## src/rtl/trap_ctrl_pkg.sv

```systemverilog
// Shared definitions for the machine-mode trap controller: FSM states,
// CSR addresses, mstatus bit positions and trap cause codes.
package trap_ctrl_pkg;

  typedef enum logic [2:0] {
    ST_IDLE,
    ST_T_EPC,
    ST_T_CAUSE,
    ST_T_STATUS,
    ST_T_JUMP,
    ST_R_STATUS,
    ST_R_JUMP
  } trap_state_t;

  localparam logic [11:0] CSR_MSTATUS = 12'h300;
  localparam logic [11:0] CSR_MTVEC   = 12'h305;
  localparam logic [11:0] CSR_MEPC    = 12'h341;
  localparam logic [11:0] CSR_MCAUSE  = 12'h342;

  localparam int unsigned MSTATUS_MIE    = 3;
  localparam int unsigned MSTATUS_MPIE   = 7;
  localparam int unsigned MSTATUS_MPP_LO = 11;
  localparam int unsigned MSTATUS_MPP_HI = 12;

  localparam logic [63:0] CAUSE_ECALL_M = 64'h0000_0000_0000_000B;
  localparam logic [63:0] CAUSE_TIMER_M = 64'h8000_0000_0000_0007;

endpackage

```

## src/rtl/trap_ctrl.sv

```systemverilog
// Machine-mode trap/return sequencer: serialises mepc/mcause/mstatus updates
// through the single CSR file port and redirects the pipeline to mtvec/mepc.
module trap_ctrl
  import trap_ctrl_pkg::*;
#(
  parameter int unsigned      XLEN      = 64,
  parameter logic [XLEN-1:0]  IRQ_CAUSE = 64'h8000_0000_0000_0007
) (
  input  logic            clock,
  input  logic            reset,
  input  logic            commit_valid,
  input  logic [XLEN-1:0] inst_pc,
  input  logic            ecall_req,
  input  logic            mret_req,
  input  logic            irq_timer,
  input  logic            csr_inst_wen,
  input  logic [11:0]     csr_inst_waddr,
  input  logic [XLEN-1:0] csr_inst_wdata,
  output logic            csr_inst_ready,
  input  logic [11:0]     csr_inst_raddr,
  output logic [XLEN-1:0] csr_inst_rdata,
  output logic            csr_wen,
  output logic [11:0]     csr_waddr,
  output logic [XLEN-1:0] csr_wdata,
  output logic [11:0]     csr_raddr,
  input  logic [XLEN-1:0] csr_rdata,
  output logic            stall,
  output logic            redirect_valid,
  output logic [XLEN-1:0] redirect_pc
);

  trap_state_t     state_q, state_d;
  logic [XLEN-1:0] epc_q, cause_q;
  logic            mie_shadow_q;

  logic            irq_take, ecall_take, mret_take;
  logic            idle, pipe_wr;
  logic            ctrl_wen, redir_v;
  logic [11:0]     ctrl_waddr, fsm_raddr;
  logic [XLEN-1:0] ctrl_wdata, redir_pc, status_upd;

  assign idle = (state_q == ST_IDLE);

  always_comb begin
    irq_take   = 1'b0;
    ecall_take = 1'b0;
    mret_take  = 1'b0;
    if (!reset && idle) begin
      irq_take   = commit_valid & irq_timer & mie_shadow_q;
      ecall_take = commit_valid & ecall_req & ~irq_take;
      mret_take  = commit_valid & mret_req & ~irq_take & ~ecall_take;
    end
  end

  always_comb begin
    state_d    = state_q;
    ctrl_wen   = 1'b0;
    ctrl_waddr = '0;
    ctrl_wdata = '0;
    fsm_raddr  = '0;
    redir_v    = 1'b0;
    redir_pc   = '0;
    status_upd = csr_rdata;
    case (state_q)
      ST_IDLE: begin
        if (irq_take || ecall_take) state_d = ST_T_EPC;
        else if (mret_take)         state_d = ST_R_STATUS;
      end
      ST_T_EPC: begin
        ctrl_wen   = 1'b1;
        ctrl_waddr = CSR_MEPC;
        ctrl_wdata = epc_q;
        fsm_raddr  = CSR_MEPC;
        state_d    = ST_T_CAUSE;
      end
      ST_T_CAUSE: begin
        ctrl_wen   = 1'b1;
        ctrl_waddr = CSR_MCAUSE;
        ctrl_wdata = cause_q;
        fsm_raddr  = CSR_MCAUSE;
        state_d    = ST_T_STATUS;
      end
      ST_T_STATUS: begin
        // read-modify-write within one cycle: the CSR file read is combinational
        status_upd[MSTATUS_MPIE] = csr_rdata[MSTATUS_MIE];
        status_upd[MSTATUS_MIE]  = 1'b0;
        status_upd[MSTATUS_MPP_HI:MSTATUS_MPP_LO] = 2'b11;
        fsm_raddr  = CSR_MSTATUS;
        ctrl_wen   = 1'b1;
        ctrl_waddr = CSR_MSTATUS;
        ctrl_wdata = status_upd;
        state_d    = ST_T_JUMP;
      end
      ST_T_JUMP: begin
        fsm_raddr = CSR_MTVEC;
        redir_v   = 1'b1;
        redir_pc  = {csr_rdata[XLEN-1:2], 2'b00};
        state_d   = ST_IDLE;
      end
      ST_R_STATUS: begin
        status_upd[MSTATUS_MIE]  = csr_rdata[MSTATUS_MPIE];
        status_upd[MSTATUS_MPIE] = 1'b1;
        status_upd[MSTATUS_MPP_HI:MSTATUS_MPP_LO] = 2'b11;
        fsm_raddr  = CSR_MSTATUS;
        ctrl_wen   = 1'b1;
        ctrl_waddr = CSR_MSTATUS;
        ctrl_wdata = status_upd;
        state_d    = ST_R_JUMP;
      end
      ST_R_JUMP: begin
        fsm_raddr = CSR_MEPC;
        redir_v   = 1'b1;
        redir_pc  = csr_rdata;
        state_d   = ST_IDLE;
      end
      default: state_d = ST_IDLE;
    endcase
  end

  // Reset forces every externally visible strobe low, even mid-sequence
  always_comb begin
    stall          = !reset & (!idle | irq_take | ecall_take | mret_take);
    csr_inst_ready = !reset & idle & !stall;
    pipe_wr        = csr_inst_ready & csr_inst_wen;
    csr_wen        = !reset & (idle ? pipe_wr : ctrl_wen);
    csr_waddr      = pipe_wr ? csr_inst_waddr : ctrl_waddr;
    csr_wdata      = pipe_wr ? csr_inst_wdata : ctrl_wdata;
    csr_raddr      = idle ? csr_inst_raddr : fsm_raddr;
    csr_inst_rdata = idle ? csr_rdata : '0;
    redirect_valid = !reset & redir_v;
    redirect_pc    = reset ? '0 : redir_pc;
  end

  always_ff @(posedge clock) begin
    if (reset) begin
      state_q      <= ST_IDLE;
      epc_q        <= '0;
      cause_q      <= '0;
      mie_shadow_q <= 1'b0;
    end else begin
      state_q <= state_d;
      if (irq_take || ecall_take) begin
        epc_q   <= inst_pc;
        cause_q <= irq_take ? IRQ_CAUSE : XLEN'(CAUSE_ECALL_M);
      end
      if (csr_wen && csr_waddr == CSR_MSTATUS)
        mie_shadow_q <= csr_wdata[MSTATUS_MIE];
    end
  end

endmodule
```

## config.mk

```make
export PLATFORM = sky130hd
export DESIGN_NAME = trap_ctrl
export DESIGN_NICKNAME = d
export VERILOG_FILES = /design/src/rtl/trap_ctrl_pkg.sv /design/src/rtl/trap_ctrl.sv
export SDC_FILE = /design/constraint.sdc
export NUM_CORES = 1
export LEC_CHECK = 0
export BUFFER_PORTS_ARGS = -buffer_cell sky130_fd_sc_hd__buf_2
export CAP_MARGIN = 15
export CORE_AREA = 2 2 173 175
export CTS_CLUSTER_DIAMETER = 30
export DETAILED_ROUTE_END_ITERATION = 10
export DIE_AREA = 0 0 175 177
export GPL_TIMING_DRIVEN = 1
export SLEW_MARGIN = 40
export SYNTH_ARGS = -nofsm -noshare
export SYNTH_HDL_FRONTEND = slang
export SYNTH_SLANG_ARGS = --single-unit
```

## constraint.sdc

```tcl
create_clock -name clock -period 2.2 [get_ports clock]
set_input_delay 0.33 -clock clock [delete_from_list [all_inputs] [get_ports clock]]
set_output_delay 0.33 -clock clock [all_outputs]
set_load 0.05 [all_outputs]
```

==> impl_metrics.tcl, run 1 <==
set metrics [dict create \
    rr_worst_depth 6 \
    cp_cell_sequence "or3_4 -> a2111oi_4 -> buf_12 -> buf_12 -> buf_8 -> a222oi_1 -> inv_2 -> buf_8" \
    hp-start "inst_pc[62]" \
    tritoncts "yes" \
    async_flop_share 0 \
    finalCritPeriodShare 1.15 \
    maxSlewViolCount 0 \
    setup_ws_ns -0.335 \
    start_util 0.162 \
    dr.pass1.iters 9 \
    synthXorXnorAreaFrac 0 \
    die_area_sq_um 31000 \
    cap_viol_max_count 0 \
    synth_edf_count 0 \
    synth_top_area_share 0.299 \
    synthFlopType "dfxtp_1" \
    synthTopCellsByCount "142 x nand2_1, 139 x and2_1, 76 x a21oi_1" \
    port_buffers 442 \
    fin_skew_ns 0.0105 \
    synth_top_family_by_area "simple AND/OR/NAND/NOR gates" \
    reg2reg_from "state_q[1]$_SDFFE_PP0P_" \
    syn_nets 904 \
    critPathKind "reg -> out" \
    synthCells 681 \
    hold_path_class "in -> reg" \
    gp_congestion 0.814 \
    overflow 0 \
    failed_checks "setup timing" \
    maxSlewHeadroom 0.679 \
    fin_area_sq_um 9950 \
    yosysUniqueCellTypes 36 \
    grt_usage 0.154 \
    fill_cells 2993 \
    path_max_fanout 6 \
    fp-row-count 63 \
    area_growth_pct 109 \
    post_synth.cell_area_avg_sq_um 6.97 \
    wl_per_cell_microns 17.9 \
    wl_mm 27.4 \
    synth_fa_ha_area_frac 0 \
    cts-root-buf "clkbuf_16" \
    power_leakage_nw 4.78 \
    cts.path.max_buffers 2 \
    fmax_mhz 394 \
    r2r_slack_ns 0.04 \
    max_stage_delay_ns 0.40 \
    hpwl_mm 18.2 \
    final_antenna_net_count 0 \
    rsz0062_at_grt "true" \
    clkTransAtPathRegs_ns 0.07 \
    synth_compound_area_frac 0.248 \
    total_power_mw 15.6 \
    synth_area_leaders "dfxtp_1 30%, and2_1 18%, a222oi_1 12%" \
    worst_ep_arrival_time_ns 2.21 \
    cts_sinks 71 \
    outcome "complete, but fails checks" \
    finalCriticalPeriod_ns 2.54 \
    io_pins 443 \
    placedCellCount 1483 \
    seqCellArea_sq_um 1430 \
    drc 0 \
    netlist_area_sq_um 4750 \
    synth_area_leader_cell "dfxtp_1" \
    yosysSeqAreaShare 0.299 \
    stdcell_count 1527 \
    nNetsFinal 1352 \
    setup_viol 78 \
    multi_input_area_sq_um 3080 \
    endpoint_kind "output port" \
    die_h_microns 177 \
    yosysWarningCount 0 \
    grt_max_degree 43 \
    ys_ff_latch 71 \
    viasPerCell 4.60 \
    cp.required_ns 1.87 \
    first_global_vias 6604 \
    grt_pass1_wl_mm 36.6 \
    hold_viol 0 \
    placed_cell_area_sq_um 7700 \
    htreeDepth 3 \
    tightest_slew_ns 0.482 \
    cp-start-kind "register" \
    fp.dieW_microns 175 \
    ir_drop_mv 0.641 \
    yosys.area_share.simple 0.342 \
    cts_buffers 9 \
    synthMuxAreaShare 0.0119 \
    drive_gt1_frac 0.558 \
    worst_path_max_delay_cell "or3_4" \
    min_path_cells 3 \
    antenna_found_initial 3 \
    synth.most_common_cell "nand2_1" \
    clk-insertion-delay-late_ns 0.34 \
    powerDensity_nw_per_um2 1570 \
    fp.coreArea_sq_um 29200 \
    hold_end "epc_q[62]$_SDFFE_PP0P_" \
    reg2reg_to "mie_shadow_q$_SDFFE_PP0P_" \
    num_vias 7025 \
    first_iter_violations 572 \
]
## critical path, delay by kind of cell (launching register included)
family | cells | cell delay, ns
buffers and inverters | 5 | 0.68
flip-flops | 1 | 0.32
AO/OA/AOI/OAI | 2 | 0.48
AND/OR/NAND/NOR | 1 | 0.40
## cells by family (layout without fill, tap and decap cells)
group,Yosys count,in the layout
flip-flops,71,71
other,0,3
multiplexers,5,5
AO/OA/AOI/OAI,159,159
buffers and inverters,123,576
AND/OR/NAND/NOR,323,323
## sequential cells by signal, summed over array words and instances, names as in the netlist
| signal | cells |
|---|---|
| epc_q | 64 |
| cause_q | 3 |
| state_q | 3 |
| mie_shadow_q | 1 |
## worst max path at each step
stage	startpoint	endpoint	cells past startpoint
after floorplan	state_q[2]$_SDFFE_PP0P_	csr_wen	6
after global placement	state_q[2]$_SDFFE_PP0P_	csr_wdata[47]	7
after detailed placement	irq_timer	csr_wdata[47]	8
after CTS	state_q[1]$_SDFFE_PP0P_	csr_wdata[47]	8
after global routing	mie_shadow_q$_SDFFE_PP0P_	csr_wdata[47]	8
final	state_q[1]$_SDFFE_PP0P_	csr_wdata[47]	8
## placed cells by master (no fill, tap or decap), types with 2 or more instances in the layout
cell | netlist | routed
buf_2 | 9 | 260
nand2_1 | 142 | 139
and2_1 | 139 | 102
buf_8 | 0 | 80
a21oi_1 | 76 | 74
buf_6 | 0 | 69
dfxtp_1 | 71 | 68
a222oi_1 | 56 | 56
inv_2 | 0 | 49
buf_4 | 0 | 44
and2_4 | 0 | 36
buf_12 | 0 | 23
clkbuf_4 | 0 | 16
nor2_1 | 16 | 15
clkbuf_16 | 0 | 13
inv_1 | 60 | 11
o21a_1 | 6 | 6
mux2_2 | 5 | 5
a221o_1 | 6 | 4
diode_2 | 0 | 3
nor2b_1 | 3 | 3
and3_1 | 3 | 3
nand3_1 | 5 | 3
nor4_1 | 3 | 3
buf_16 | 0 | 3
nand2_2 | 0 | 2
nand2b_4 | 0 | 2
nor3_2 | 0 | 2
a221o_2 | 0 | 2
clkinvlp_4 | 0 | 2
clkbuf_8 | 0 | 2
dfxtp_2 | 0 | 2
## layout make-up
cell class	count	area share
Antenna cell	3	0.000755
Clock buffer	12	0.0258
Clock inverter	4	0.00541
Inverter	60	0.0226
Multi-Input combinational cell	487	0.310
Sequential cell	71	0.144
Tap cell	390	0.0491
Timing Repair Buffer	500	0.443
## layer usage
metal | routed length, microns | share of wire | track usage
met5 | 0 | 0 | 0
met4 | 789 | 0.029 | 0.0660
met3 | 2340 | 0.085 | 0.0376
met2 | 14000 | 0.51 | 0.274
met1 | 10200 | 0.37 | 0.175
## timing repair
| action | in CTS | in global routing |
|---|---|---|
| buffers inserted | 8 | 7 |
| pin swaps | 40 | 16 |
| gates cloned | 5 | 6 |
| hold buffers | 0 | 0 |
| gates resized for setup | 330 | 169 |
| setup endpoints to repair | 212 | 212 |
## stage by stage
| stage | hold WS (ns) | util | setup WS (ns) | setup TNS (ns) |
|---|---|---|---|---|
| finish | 0.219 | 0.340 | -0.335 | -19.54 |
| global route | 0.209 | 0.340 | -0.433 | -28.22 |
| CTS | 0.196 | 0.316 | -0.341 | -19.90 |
| detailed placement | 0.446 | 0.263 | -0.141 | -6.42 |
| global placement | 0.445 | 0.263 | -0.130 | -4.88 |
| floorplan | 0.434 | - | -0.150 | -0.150 |
## power by group
group	leakage [nW]	internal [mW]	switching [mW]
clock	0.145	0.944	0.625
sequential	0.577	1.41	0.0757
combinational	4.06	4.69	7.84
Note: power is estimated with default switching activity, not from simulation.
==> run 2: changes to the inputs <==
--- a/config.mk
+++ b/config.mk
@@ -7,10 +7,10 @@
 export LEC_CHECK = 0
 export BUFFER_PORTS_ARGS = -buffer_cell sky130_fd_sc_hd__buf_2
 export CAP_MARGIN = 15
-export CORE_AREA = 2 2 173 175
+export CORE_AREA = 8 8 168 170
 export CTS_CLUSTER_DIAMETER = 30
 export DETAILED_ROUTE_END_ITERATION = 10
-export DIE_AREA = 0 0 175 177
+export DIE_AREA = 0 0 176 178
 export GPL_TIMING_DRIVEN = 1
 export SLEW_MARGIN = 40
 export SYNTH_ARGS = -nofsm -noshare
==> constraint.sdc (replaced) <==
create_clock -name clock -period 3 [get_ports clock]
set_input_delay 0.45 -clock clock [delete_from_list [all_inputs] [get_ports clock]]
set_output_delay 0.45 -clock clock [all_outputs]
set_load 0.05 [all_outputs]
==> run 2 against run 1 <==
Effect of this change: clock skew increased by 0.0041 ns; cell area decreased by 23%; the run now ends clean; die area increased by 1.1%; largest cell class is now multi-input gates; sequential share of layout area increased by 4.1 points; combinational power decreased by 48%; count of clock-buffer cells in the layout decreased by 2; cell count decreased by 5.8%; power decreased by 44%; routed wire length decreased by 6.7%.
==> impl_metrics.tcl, run 2 (synthesis results as in run 1) <==
set metrics [dict create \
    hp-start "inst_pc[57]" \
    path_max_fanout 30 \
    fp.dieW_microns 176 \
    whs_ns 0.341 \
    cts-root-buf "clkbuf_16" \
    maxSlewHeadroom 0.549 \
    fin_area_sq_um 7710 \
    maxSlewViolCount 0 \
    biggestRegsByFlops "epc_q: 64 flops, cause_q: 3 flops, state_q: 3 flops" \
    fp-row-count 59 \
    layout_common_cells "441 x buf_2, 142 x nand2_1, 139 x and2_1, 76 x a21oi_1, 69 x dfxtp_1" \
    start_util 0.185 \
    cts.path.max_buffers 2 \
    wl_mm 25.5 \
    die_area_sq_um 31300 \
    critPathKind "reg -> out" \
    cp_num_buf_inv 3 \
    finalCriticalPeriod_ns 2.85 \
    overflow 0 \
    r2r_slack_ns 0.44 \
    placed_cell_area_sq_um 7360 \
    fmax_mhz 350 \
    area_growth_pct 62.3 \
    tritoncts "yes" \
    fp.coreArea_sq_um 25600 \
    holdBufCountCts 0 \
    tightest_slew_ns 0.677 \
    dr.pass1.iters 6 \
    gp_congestion 0.849 \
    power_leakage_nw 4.27 \
    mostFrequentLayoutCell "buf_2" \
    fill_cells 2829 \
    ir_drop_mv 0.583 \
    sw_frac_of_total 0.633 \
    finalCritPeriodShare 0.951 \
    die_h_microns 178 \
    pwr-share-seq 0.126 \
    hpwl_mm 20.1 \
    antenna_found_initial 6 \
    clk-insertion-delay-late_ns 0.34 \
    internal_power_mw 3.21 \
    cap_viol_max_count 0 \
    reg2reg_from "state_q[2]$_SDFFE_PP0P_" \
    nNetsFinal 1317 \
    cts_buffers 9 \
    viasPerCell 4.59 \
    num_vias 6605 \
    reg2reg_to "mie_shadow_q$_SDFFE_PP0P_" \
    clkTransAtPathRegs_ns 0.07 \
    setup_viol 0 \
    rsz0062_at_grt "false" \
    worst_path_max_delay_cell "or3_4" \
    cp_cell_sequence "or3_4 -> a2111oi_4 -> buf_4 -> buf_6 -> a22o_1 -> buf_2" \
    drc 0 \
    cp-start-kind "register" \
    rr_worst_depth 7 \
    hold_end "epc_q[57]$_SDFFE_PP0P_" \
    fin_setup_tns_ns 0 \
    hold_viol 0 \
    drive_gt1_frac 0.451 \
    worst_ep_arrival_time_ns 2.40 \
    endpoint_kind "output port" \
    max_stage_delay_ns 0.45 \
    final_antenna_net_count 0 \
    fin_skew_ns 0.0147 \
    first_iter_violations 506 \
    grt_pass1_wl_mm 37.1 \
    largest-register "epc_q" \
    powerDensity_nw_per_um2 1130 \
    cp.required_ns 2.55 \
    htreeDepth 3 \
    min_path_cells 3 \
    wl_per_cell_microns 17.8 \
    io_pins 443 \
    cts_sinks 71 \
    hold_path_class "in -> reg" \
    grt_usage 0.151 \
    outcome "complete, no violations" \
    port_buffers 442 \
    largest_reg_flops 64 \
    first_global_vias 6591 \
    netSwitchingPower_mw 5.53 \
    clockPowerShare 0.128 \
    combPwrFrac 0.745 \
    critPathTopFamily "buffers and inverters" \
    grt_max_degree 74 \
]
==> run 2: changes by cell type in the layout (fill, tap and decap cells not counted), moves of 16 or more <==
cell | before | now
buf_4 | 44 | 20
and2_1 | 102 | 139
buf_12 | 23 | 2
buf_8 | 80 | 0
inv_2 | 49 | 0
clkbuf_4 | 16 | 0
and2_4 | 36 | 0
buf_6 | 69 | 1
buf_2 | 260 | 441
inv_1 | 11 | 60
==> run 2: repair_timing <==
item,in CTS,in global routing
resized for setup,0,3
buffers inserted,0,1
endpoints found under the setup margin,0,45
==> run 2: how the worst max path moves through the flow <==
stage,slack [ns],cells after the start,from,endpoint
floorplan,0.13,6,irq_timer,csr_wen
global placement,0.37,7,irq_timer,mie_shadow_q$_SDFFE_PP0P_
finish,0.15,6,state_q[2]$_SDFFE_PP0P_,csr_wdata[7]
detailed placement,0.30,7,irq_timer,mie_shadow_q$_SDFFE_PP0P_
global route,0.03,6,state_q[2]$_SDFFE_PP0P_,csr_wdata[7]
CTS,0.07,6,state_q[2]$_SDFFE_PP0P_,csr_wen
==> run 2: power groups by stage <==
stage | logic [mW] | clock network (mW) | registers, mW
after floorplan | 4.90 | 0 | 1.09
after global placement | 6.48 | 0 | 1.12
after detailed placement | 6.50 | 0 | 1.12
after CTS | 6.52 | 1.18 | 1.10
after global routing | 6.83 | 1.23 | 1.12
final | 6.51 | 1.12 | 1.10
==> run 2: per-layer routing <==
| metal | vias to the layer above | share of wire | track usage |
|---|---|---|---|
| li1 | 3158 | - | - |
| met1 | 3037 | 0.40 | 0.172 |
| met2 | 360 | 0.48 | 0.255 |
| met3 | 44 | 0.093 | 0.0459 |
| met4 | 6 | 0.030 | 0.0696 |
| met5 | - | 0.0013 | 0 |
==> run 2: final cells by class <==
class | instances | area [sq um] | area share
Multi-Input combinational cell | 487 | 2890 | 0.375
Clock inverter | 6 | 66.3 | 0.00861
Clock buffer | 10 | 239 | 0.0310
Inverter | 60 | 225 | 0.0292
Timing Repair Buffer | 465 | 2430 | 0.316
Sequential cell | 71 | 1420 | 0.185
Antenna cell | 4 | 10.0 | 0.00130
Tap cell | 335 | 419 | 0.0544
==> run 2: stage by stage <==
stage | instances | power (mW) | util | setup slack, ns
2_1_floorplan | 681 | 5.99 | - | 0.134
5_1_grt | 1437 | 9.17 | 0.301 | 0.0341
3_5_place_dp | 1416 | 7.62 | 0.288 | 0.299
3_3_place_gp | 1416 | 7.60 | 0.288 | 0.372
4_1_cts | 1432 | 8.80 | 0.299 | 0.0738
6_report | 1438 | 8.74 | 0.301 | 0.146
==> run 2: worst register-to-register path: cells and delay by family, from the launching register on <==
kind | cells | cell delay, ns
AOI/OAI and AO/OA | 3 | 0.78
buffers and inverters | 2 | 0.50
DFF | 1 | 0.36
muxes | 1 | 0.36
and+or+nand+nor | 1 | 0.45
